==> src/rtl/loss_batch_accum.sv <==
// Batch accumulator for per-sample loss: sums 2^BATCH_LOG2 samples and presents the batch mean via valid/ready.
// Define LOSS_ROUND_EN to round the mean half-up instead of truncating.
module loss_batch_accum #(
    parameter int LOSS_W     = 42,
    parameter int BATCH_LOG2 = 3
) (
    input  logic                         clk_i,
    input  logic                         rst_i,
    input  logic                         start_i,
    input  logic                         loss_valid_i,
    input  logic [LOSS_W-1:0]            loss_i,
    output logic                         loss_ready_o,
    output logic                         mean_valid_o,
    input  logic                         mean_ready_i,
    output logic [LOSS_W-1:0]            mean_o,
    output logic [LOSS_W+BATCH_LOG2-1:0] sum_o,
    output logic [BATCH_LOG2:0]          sample_cnt_o,
    output logic                         busy_o
);

    localparam int SUM_W = LOSS_W + BATCH_LOG2;
    localparam int CNT_W = BATCH_LOG2 + 1;
    localparam logic [CNT_W-1:0] LAST_CNT = CNT_W'((1 << BATCH_LOG2) - 1);

    typedef enum logic [1:0] {
        IDLE  = 2'd0,
        ACCUM = 2'd1,
        HOLD  = 2'd2
    } state_t;

    state_t             state_q;
    state_t             state_d;
    logic [SUM_W-1:0]   sum_q;
    logic [CNT_W-1:0]   cnt_q;
    logic [LOSS_W-1:0]  mean_q;
    logic [SUM_W-1:0]   sum_next;
    logic [LOSS_W-1:0]  mean_next;
    logic               sample_acc;
    logic               result_xfer;
    logic               last_sample;
    logic               clear_batch;

    assign sample_acc  = loss_valid_i & loss_ready_o;
    assign result_xfer = mean_valid_o & mean_ready_i;
    assign last_sample = sample_acc && (cnt_q == LAST_CNT);
    assign sum_next    = sum_q + SUM_W'(loss_i);
    // A new batch starts from IDLE, or straight out of HOLD when the result leaves on the same edge.
    assign clear_batch = start_i && ((state_q == IDLE) || result_xfer);

`ifdef LOSS_ROUND_EN
    localparam logic [SUM_W:0] HALF_LSB = (SUM_W + 1)'(1) << (BATCH_LOG2 - 1);
    logic [SUM_W:0] round_sum;
    logic [SUM_W:0] unused_round_shifted;

    assign round_sum            = {1'b0, sum_next} + HALF_LSB;
    assign unused_round_shifted = round_sum >> BATCH_LOG2;
    assign mean_next            = unused_round_shifted[LOSS_W-1:0];
`else
    assign mean_next = sum_next[SUM_W-1:BATCH_LOG2];
`endif

    always_ff @(posedge clk_i or negedge rst_i) begin
        if (!rst_i) begin
            state_q <= IDLE;
        end else begin
            state_q <= state_d;
        end
    end

    always_comb begin
        state_d = state_q;
        case (state_q)
            IDLE:    if (start_i)     state_d = ACCUM;
            ACCUM:   if (last_sample) state_d = HOLD;
            HOLD:    if (result_xfer) state_d = start_i ? ACCUM : IDLE;
            default: state_d = IDLE;
        endcase
    end

    always_comb begin
        loss_ready_o = (state_q == ACCUM);
        mean_valid_o = (state_q == HOLD);
        busy_o       = (state_q != IDLE);
    end

    // Mean is captured only on the final accept so it stays put through HOLD and afterwards in IDLE.
    always_ff @(posedge clk_i or negedge rst_i) begin
        if (!rst_i) begin
            sum_q  <= '0;
            cnt_q  <= '0;
            mean_q <= '0;
        end else if (clear_batch) begin
            sum_q <= '0;
            cnt_q <= '0;
        end else if (sample_acc) begin
            sum_q <= sum_next;
            cnt_q <= cnt_q + CNT_W'(1);
            if (last_sample) begin
                mean_q <= mean_next;
            end
        end
    end

    assign sum_o        = sum_q;
    assign sample_cnt_o = cnt_q;
    assign mean_o       = mean_q;

endmodule
==> config.mk <==
export PLATFORM = sky130hd
export DESIGN_NAME = loss_batch_accum
export DESIGN_NICKNAME = d
export VERILOG_FILES = /design/src/rtl/loss_batch_accum.sv
export SDC_FILE = /design/constraint.sdc
export NUM_CORES = 1
export LEC_CHECK = 0
export ABC_AREA = 1
export ABC_CLOCK_PERIOD_IN_PS = 2960
export CORE_MARGIN = 2
export CORE_UTILIZATION = 55
export DETAILED_ROUTE_END_ITERATION = 10
export GPL_TIMING_DRIVEN = 1
export PLACE_DENSITY = 0.84
export RECOVER_POWER = 100
export SLEW_MARGIN = 0
export SYNTH_ARGS = -nofsm -noshare
export SYNTH_HDL_FRONTEND = slang
export SYNTH_SLANG_ARGS = --single-unit
==> constraint.sdc <==
create_clock -name clk_i -period 2.96 [get_ports clk_i]
set_input_delay 0.592 -clock clk_i [delete_from_list [all_inputs] [get_ports clk_i]]
set_output_delay 0.592 -clock clk_i [all_outputs]
set_load 0.03 [all_outputs]
==> results of run 1 <==
## per-layer routing
metal	up-vias	share of wire (%)	global-route usage, %
li1	3787	-	-
met1	3438	47	45.5
met2	255	44	49.2
met3	24	8.3	7.09
met4	0	1.3	9.19
met5	-	0	0
## layout make-up
cell class / instances / area share (%)
clock inverters: 5 / 0.654
multi-input cells: 833 / 45.1
clock buffers: 11 / 2.53
well taps: 176 / 2.40
inverters: 192 / 7.84
flip-flops and latches: 93 / 25.3
repair buffers: 151 / 16.2
## worst max-delay path, cell delays in order
cell and delay, ps:
dlygate4sd3_1 550, ha_1 400, nand2_1 160, nor2_1 220, clkinv_1 90, nor2_1 190, nand2_1 80, nand2_1 180
nand2_1 150, nand2_1 80, nand2_1 60, nand3_1 70, nand2_1 60
## path summary, 6_finish.rpt
kind,end,slack [ps],cells after the start
max in group asynchronous,sum_o[37]$_DFFE_PN0P_,1020,1
min in group asynchronous,mean_o[0]$_DFFE_PN0P_,780,1
worst max-delay path,mean_o[31]$_DFFE_PN0P_,290,13
worst max register to register,mean_o[4]$_DFFE_PN0P_,460,8
worst min register to register,mean_o[36]$_DFFE_PN0P_,470,2
worst min-delay path,mean_o[36]$_DFFE_PN0P_,470,2
## synth_stat cells (2+ instances only)
master,n,area share [%]
nor3_1,7,0.48
nor2_2,20,1.7
buf_2,7,0.48
xnor2_1,12,1.4
nand3_1,86,5.9
xor2_1,4,0.48
nand3b_1,10,1.0
or2_1,2,0.17
nor2_1,52,2.7
o22ai_1,2,0.17
nand2_2,23,2.0
inv_2,13,0.67
clkbuf_1,9,0.46
nand4_1,8,0.68
a21oi_1,27,1.8
nor2_4,14,2.2
a22o_1,2,0.24
nand2_1,465,24
o21ai_0,30,2.0
o21bai_1,5,0.51
ha_1,43,7.3
dfrtp_1,93,32
inv_1,179,9.2
buf_4,2,0.20
nand3_2,8,1.1
o21ai_1,4,0.27
## stage by stage
| stage | hold slack [ps] | util [%] | power, mW | cells |
|---|---|---|---|---|
| detailed placement | 465 | 68.2 | 9.58 | 1445 |
| finish | 473 | 70.0 | 10.6 | 1461 |
| global route | 488 | 70.0 | 11.4 | 1461 |
| floorplan | 296 | - | 7.07 | 1136 |
| CTS | 196 | 70.5 | 10.8 | 1461 |
| global placement | 463 | 68.2 | 9.49 | 1445 |
## power breakdown
group	switching [mW]	internal, mW
registers	0.422	1.85
clock network	0.527	0.660
logic	4.69	2.40
total	5.64	4.91
## flip-flops by register name, indices dropped and copies added, names as in the netlist
register      cells
sum_o            45
mean_o           42
sample_cnt_o      4
state_q           2
## cells by family (layout without fill, tap and decap cells)
family	after synthesis	after routing	share of synthesized area [%]
simple gates	700	700	42.3
compound gates	73	73	5.45
flops	93	93	31.8
xor+xnor	16	16	1.91
buf+inv	210	359	11.0
fa+ha+maj	44	44	7.62
==> metrics.md, run 1 <==
| Metric | Value |
|---|---|
| Reg area | 2330 sq um |
| Layout cells sized above 1 | 7.24% |
| RSZ-0062 raised after global routing | false |
| Final Cell Area | 9190 sq um |
| WL per Instance | 15.1 um |
| 1st-pass router iterations | 6 |
| GRT Total Usage | 32.0% |
| Hold Path Origin | mean_o[36]$_DFFE_PN0P_ |
| Multi-input logic area | 4140 sq um |
| Synthesized area | 7330 sq um |
| DRC viols | 0 |
| Initial DRC count | 514 |
| Antenna viol nets, final | 0 |
| Largest net degree at the start of global routing | 61 |
| Worst Setup SP | loss_i[17] |
| Io pins | 141 |
| Placed instance area | 8960 sq um |
| Max-cap violations | 1 |
| Arrival @ worst endpoint | 2910 ps |
| Die X | 119 um |
| Final TNS setup | 0 ps |
| Synth warnings | 0 |
| CTS H-tree depth | 3 |
| Vias in the first global route | 7099 |
| Layout area overhead | 25.4% |
| Count of unique library cells instantiated by Yosys | 35 |
| Final #Nets | 1371 |
| Std-Cell Rows | 42 |
| Syn Area/Cell | 6.45 sq um |
| Wire length of the first global-routing pass | 35900 um |
| Worst Max-Slew Pin Slew | 1980 ps |
| Total congestion overflow | 0 |
| # fillers | 1178 |
| Die area | 14300 sq um |
| Clock transition at path regs | 70 ps |
| Routed via count | 7504 |
| Worst Slack Setup Final | 292 ps |
| Sequential share of the synthesized area | 31.8% |
| Period utilisation layout | 90.1% |
| Critical path data required time | 3200 ps |
| Critical path class | input port to register |
| Pleak | 5.08 nW |
| Pwr/cell area | 1150 nW/um^2 |
| N_diodes | 0 |
| Vias per inst | 5.14 |
| Commonest non-fill, non-tap cell in the layout | nand2_1 |
| Commonest non-fill, non-tap cells in the layout | 470 x nand2_1, 179 x inv_1, 97 x dlygate4sd3_1, 93 x dfrtp_1, 91 x nand3_1 |
| Post-CTS Setup Bufs | 0 |
| Placement Setup Slack | 104 ps |
| Fmax | 375 MHz |
| Initial core utilization | 55.8% |
| Layout Skew | 9.37 ps |
| Top FF cell, synth | dfrtp_1 |
| Syn Nets | 1227 |
| RD Place Congestion | 0.977 |
| Ys async rst share | 100% |
| Number of synthesized register bits | 93 |
| Core ar. | 13100 sq um |
| Outcome | complete, but fails checks |
| Critical path peak fanout | 4 |
| Failing checks | max-capacitance violations, max-slew violations |
| CTS Root Cell | clkbuf_16 |
| Slew HR | -32.2% |
| Post-Route WL | 22100 um |
| Slew Limit Fails | 34 |
| HPWL after detailed placement | 17600 um |
| HP Class | register to register |
| Max VDD drop | 0.000641 V |
| Number of enable flip-flop cells after synthesis | 0 |
| CTS max path bufs | 2 |
| FF-to-FF Start | state_q[1]$_DFFE_PN0P_ |
| Final hold vios | 0 |
| Worst-Skew Late Latency | 350 ps |
| TritonCTS Sinks | 93 |
| CTS tree | yes |
| # resized after CTS | 0 |
| Die Y | 119 um |
| Minimum clock period | 2670 ps |
| I/O Buffers | 140 |
| Crit path capture type | register |
| Post-Synthesis Cells | 1136 |
| Hold Buf Count CTS | 0 |
| Final setup violation count | 0 |
| Initial antenna violation count | 0 |
| Startpoint Class | input port |
| CTS Buf Count | 9 |
Power figures use the tool's default switching activity.
==> run 2, diff against run 1 <==
--- a/config.mk
+++ b/config.mk
@@ -11,8 +11,10 @@
 export CORE_UTILIZATION = 55
 export DETAILED_ROUTE_END_ITERATION = 10
 export GPL_TIMING_DRIVEN = 1
+export HOLD_SLACK_MARGIN = 0.03
 export PLACE_DENSITY = 0.84
 export RECOVER_POWER = 100
+export REMOVE_ABC_BUFFERS = 1
 export SLEW_MARGIN = 0
 export SYNTH_ARGS = -nofsm -noshare
 export SYNTH_HDL_FRONTEND = slang
==> metrics.md, run 2 (synthesis results as in run 1) <==
| Metric | Value |
|---|---|
| Initial DRC count | 672 |
| Pleak | 5.07 nW |
| Initial antenna violation count | 0 |
| GRT Total Usage | 32.4% |
| Period utilisation layout | 90.6% |
| Non-Filler Instances | 1462 |
| Core ar. | 13100 sq um |
| Max FFs per register | 45 |
| Pwr/cell area | 1160 nW/um^2 |
| Io pins | 141 |
| WL per Instance | 15.3 um |
| Critical path class | input port to register |
| Hold Buf Count CTS | 0 |
| HP Class | register to register |
| Routed via count | 7605 |
| Layout cells sized above 1 | 7.31% |
| Commonest non-fill, non-tap cells in the layout | 468 x nand2_1, 179 x inv_1, 100 x dlygate4sd3_1, 95 x nand3_1, 93 x dfrtp_1 |
| Worst Setup SP | loss_i[2] |
| Arrival @ worst endpoint | 2930 ps |
| Final setup violation count | 0 |
| Clock transition at path regs | 70 ps |
| Post-Route WL | 22400 um |
| Vias per inst | 5.20 |
| Wire length of the first global-routing pass | 36200 um |
| Post-CTS Setup Bufs | 0 |
| TritonCTS Sinks | 93 |
| Reg area | 2330 sq um |
| Post-layout util | 70.0% |
| Worst-Skew Late Latency | 360 ps |
| # fillers | 1135 |
| Die Y | 119 um |
| Die X | 119 um |
| Critical path peak fanout | 6 |
| I/O Buffers | 140 |
| Multi-input logic area | 4140 sq um |
| Final hold vios | 0 |
| N_diodes | 0 |
| Worst r2r path cells | 8 |
| Layout Skew | 15.2 ps |
| Flop-to-flop setup slack | 510 ps |
| Minimum clock period | 2680 ps |
| Std-Cell Rows | 42 |
| FF-to-FF Start | state_q[0]$_DFFE_PN0P_ |
| CTS Root Cell | clkbuf_16 |
| Vias in the first global route | 7272 |
| HPWL after detailed placement | 17800 um |
| Max-cap violations | 0 |
| CTS tree | yes |
| Commonest non-fill, non-tap cell in the layout | nand2_1 |
| Critical R2R Capture | sum_o[1]$_DFFE_PN0P_ |
| Cells after DPL | 1446 |
| Critical path data required time | 3210 ps |
| Die area | 14300 sq um |
| Outcome | finished, final reports clean |
| Slew HR | 3.84% |
| RD Place Congestion | 0.997 |
| Slew Limit Fails | 0 |
| DRC viols | 0 |
| Largest net degree at the start of global routing | 58 |
| Max VDD drop | 0.000628 V |
| Antenna viol nets, final | 0 |
| Startpoint Class | input port |
| RSZ-0062 raised after global routing | false |
| Crit path capture type | register |
| # resized after CTS | 0 |
| End of the critical path | mean_o[28]$_DFFE_PN0P_ |
| CTS Buf Count | 9 |
| Final #Nets | 1372 |
| 1st-pass router iterations | 5 |
| Fmax | 373 MHz |
| Worst Max-Slew Pin Slew | 1440 ps |
| Worst hold margin | 473 ps |
| CTS H-tree depth | 3 |
| CTS max path bufs | 2 |
| Initial core utilization | 55.8% |
| Layout area overhead | 25.5% |
| Total congestion overflow | 0 |
[run 2: worst min path at each step]
stage	from	endpoint	slack (ps)	cells past startpoint
2_1_floorplan	rst_i	mean_o[0]$_DFFE_PN0P_	300	0
3_3_place_gp	mean_o[16]$_DFFE_PN0P_	mean_o[16]$_DFFE_PN0P_	460	2
3_5_place_dp	mean_o[17]$_DFFE_PN0P_	mean_o[17]$_DFFE_PN0P_	460	2
4_1_cts	rst_i	state_q[1]$_DFFE_PN0P_	310	1
5_1_grt	mean_o[17]$_DFFE_PN0P_	mean_o[17]$_DFFE_PN0P_	490	2
6_report	mean_o[17]$_DFFE_PN0P_	mean_o[17]$_DFFE_PN0P_	470	2
[run 2: layer usage]
layer  share of wire, %  vias up  global-route usage, %
met5                  0        -                      0
met4                2.2        0                   8.90
met3                6.8       34                   3.88
met2                 46      302                   52.4
met1                 45     3490                   45.9
li1                   -     3779                      -
[run 2: worst max-delay path, stage by stage]
cell and delay, ps:
dlygate4sd3_1 540, ha_1 370, nand3_1 120, nand3_1 190, nand2_1 150, nand2_1 110, nand2_1 80, nand3_1 290
nand2_1 210, nand3_1 110, nand3_1 100, nand2_1 70
[run 2: cell type report]
class,count,share of cell area [%]
inverter,192,7.84
tap,176,2.39
timing repair buffer,152,15.9
multi-input combinational,833,45.0
clock inverter,6,1.01
clock buffer,10,2.49
sequential,93,25.3
[run 2: through the flow]
| step | setup TNS [ps] | total power, mW | area [sq um] | worst slack, ps |
|---|---|---|---|---|
| finish | 0 | 10.7 | 9200 | 279 |
| global route | 0 | 11.5 | 9200 | 158 |
| CTS | 0 | 10.9 | 9290 | 455 |
| detailed placement | 0 | 9.60 | 8970 | 101 |
| global placement | 0 | 9.52 | 8970 | 151 |
| floorplan | -6880 | 7.04 | 7240 | -254 |
[run 2: power by group]
part | internal (mW) | switching (mW)
logic | 2.38 | 4.71
registers | 1.85 | 0.455
clock network | 0.748 | 0.528
total | 4.97 | 5.69
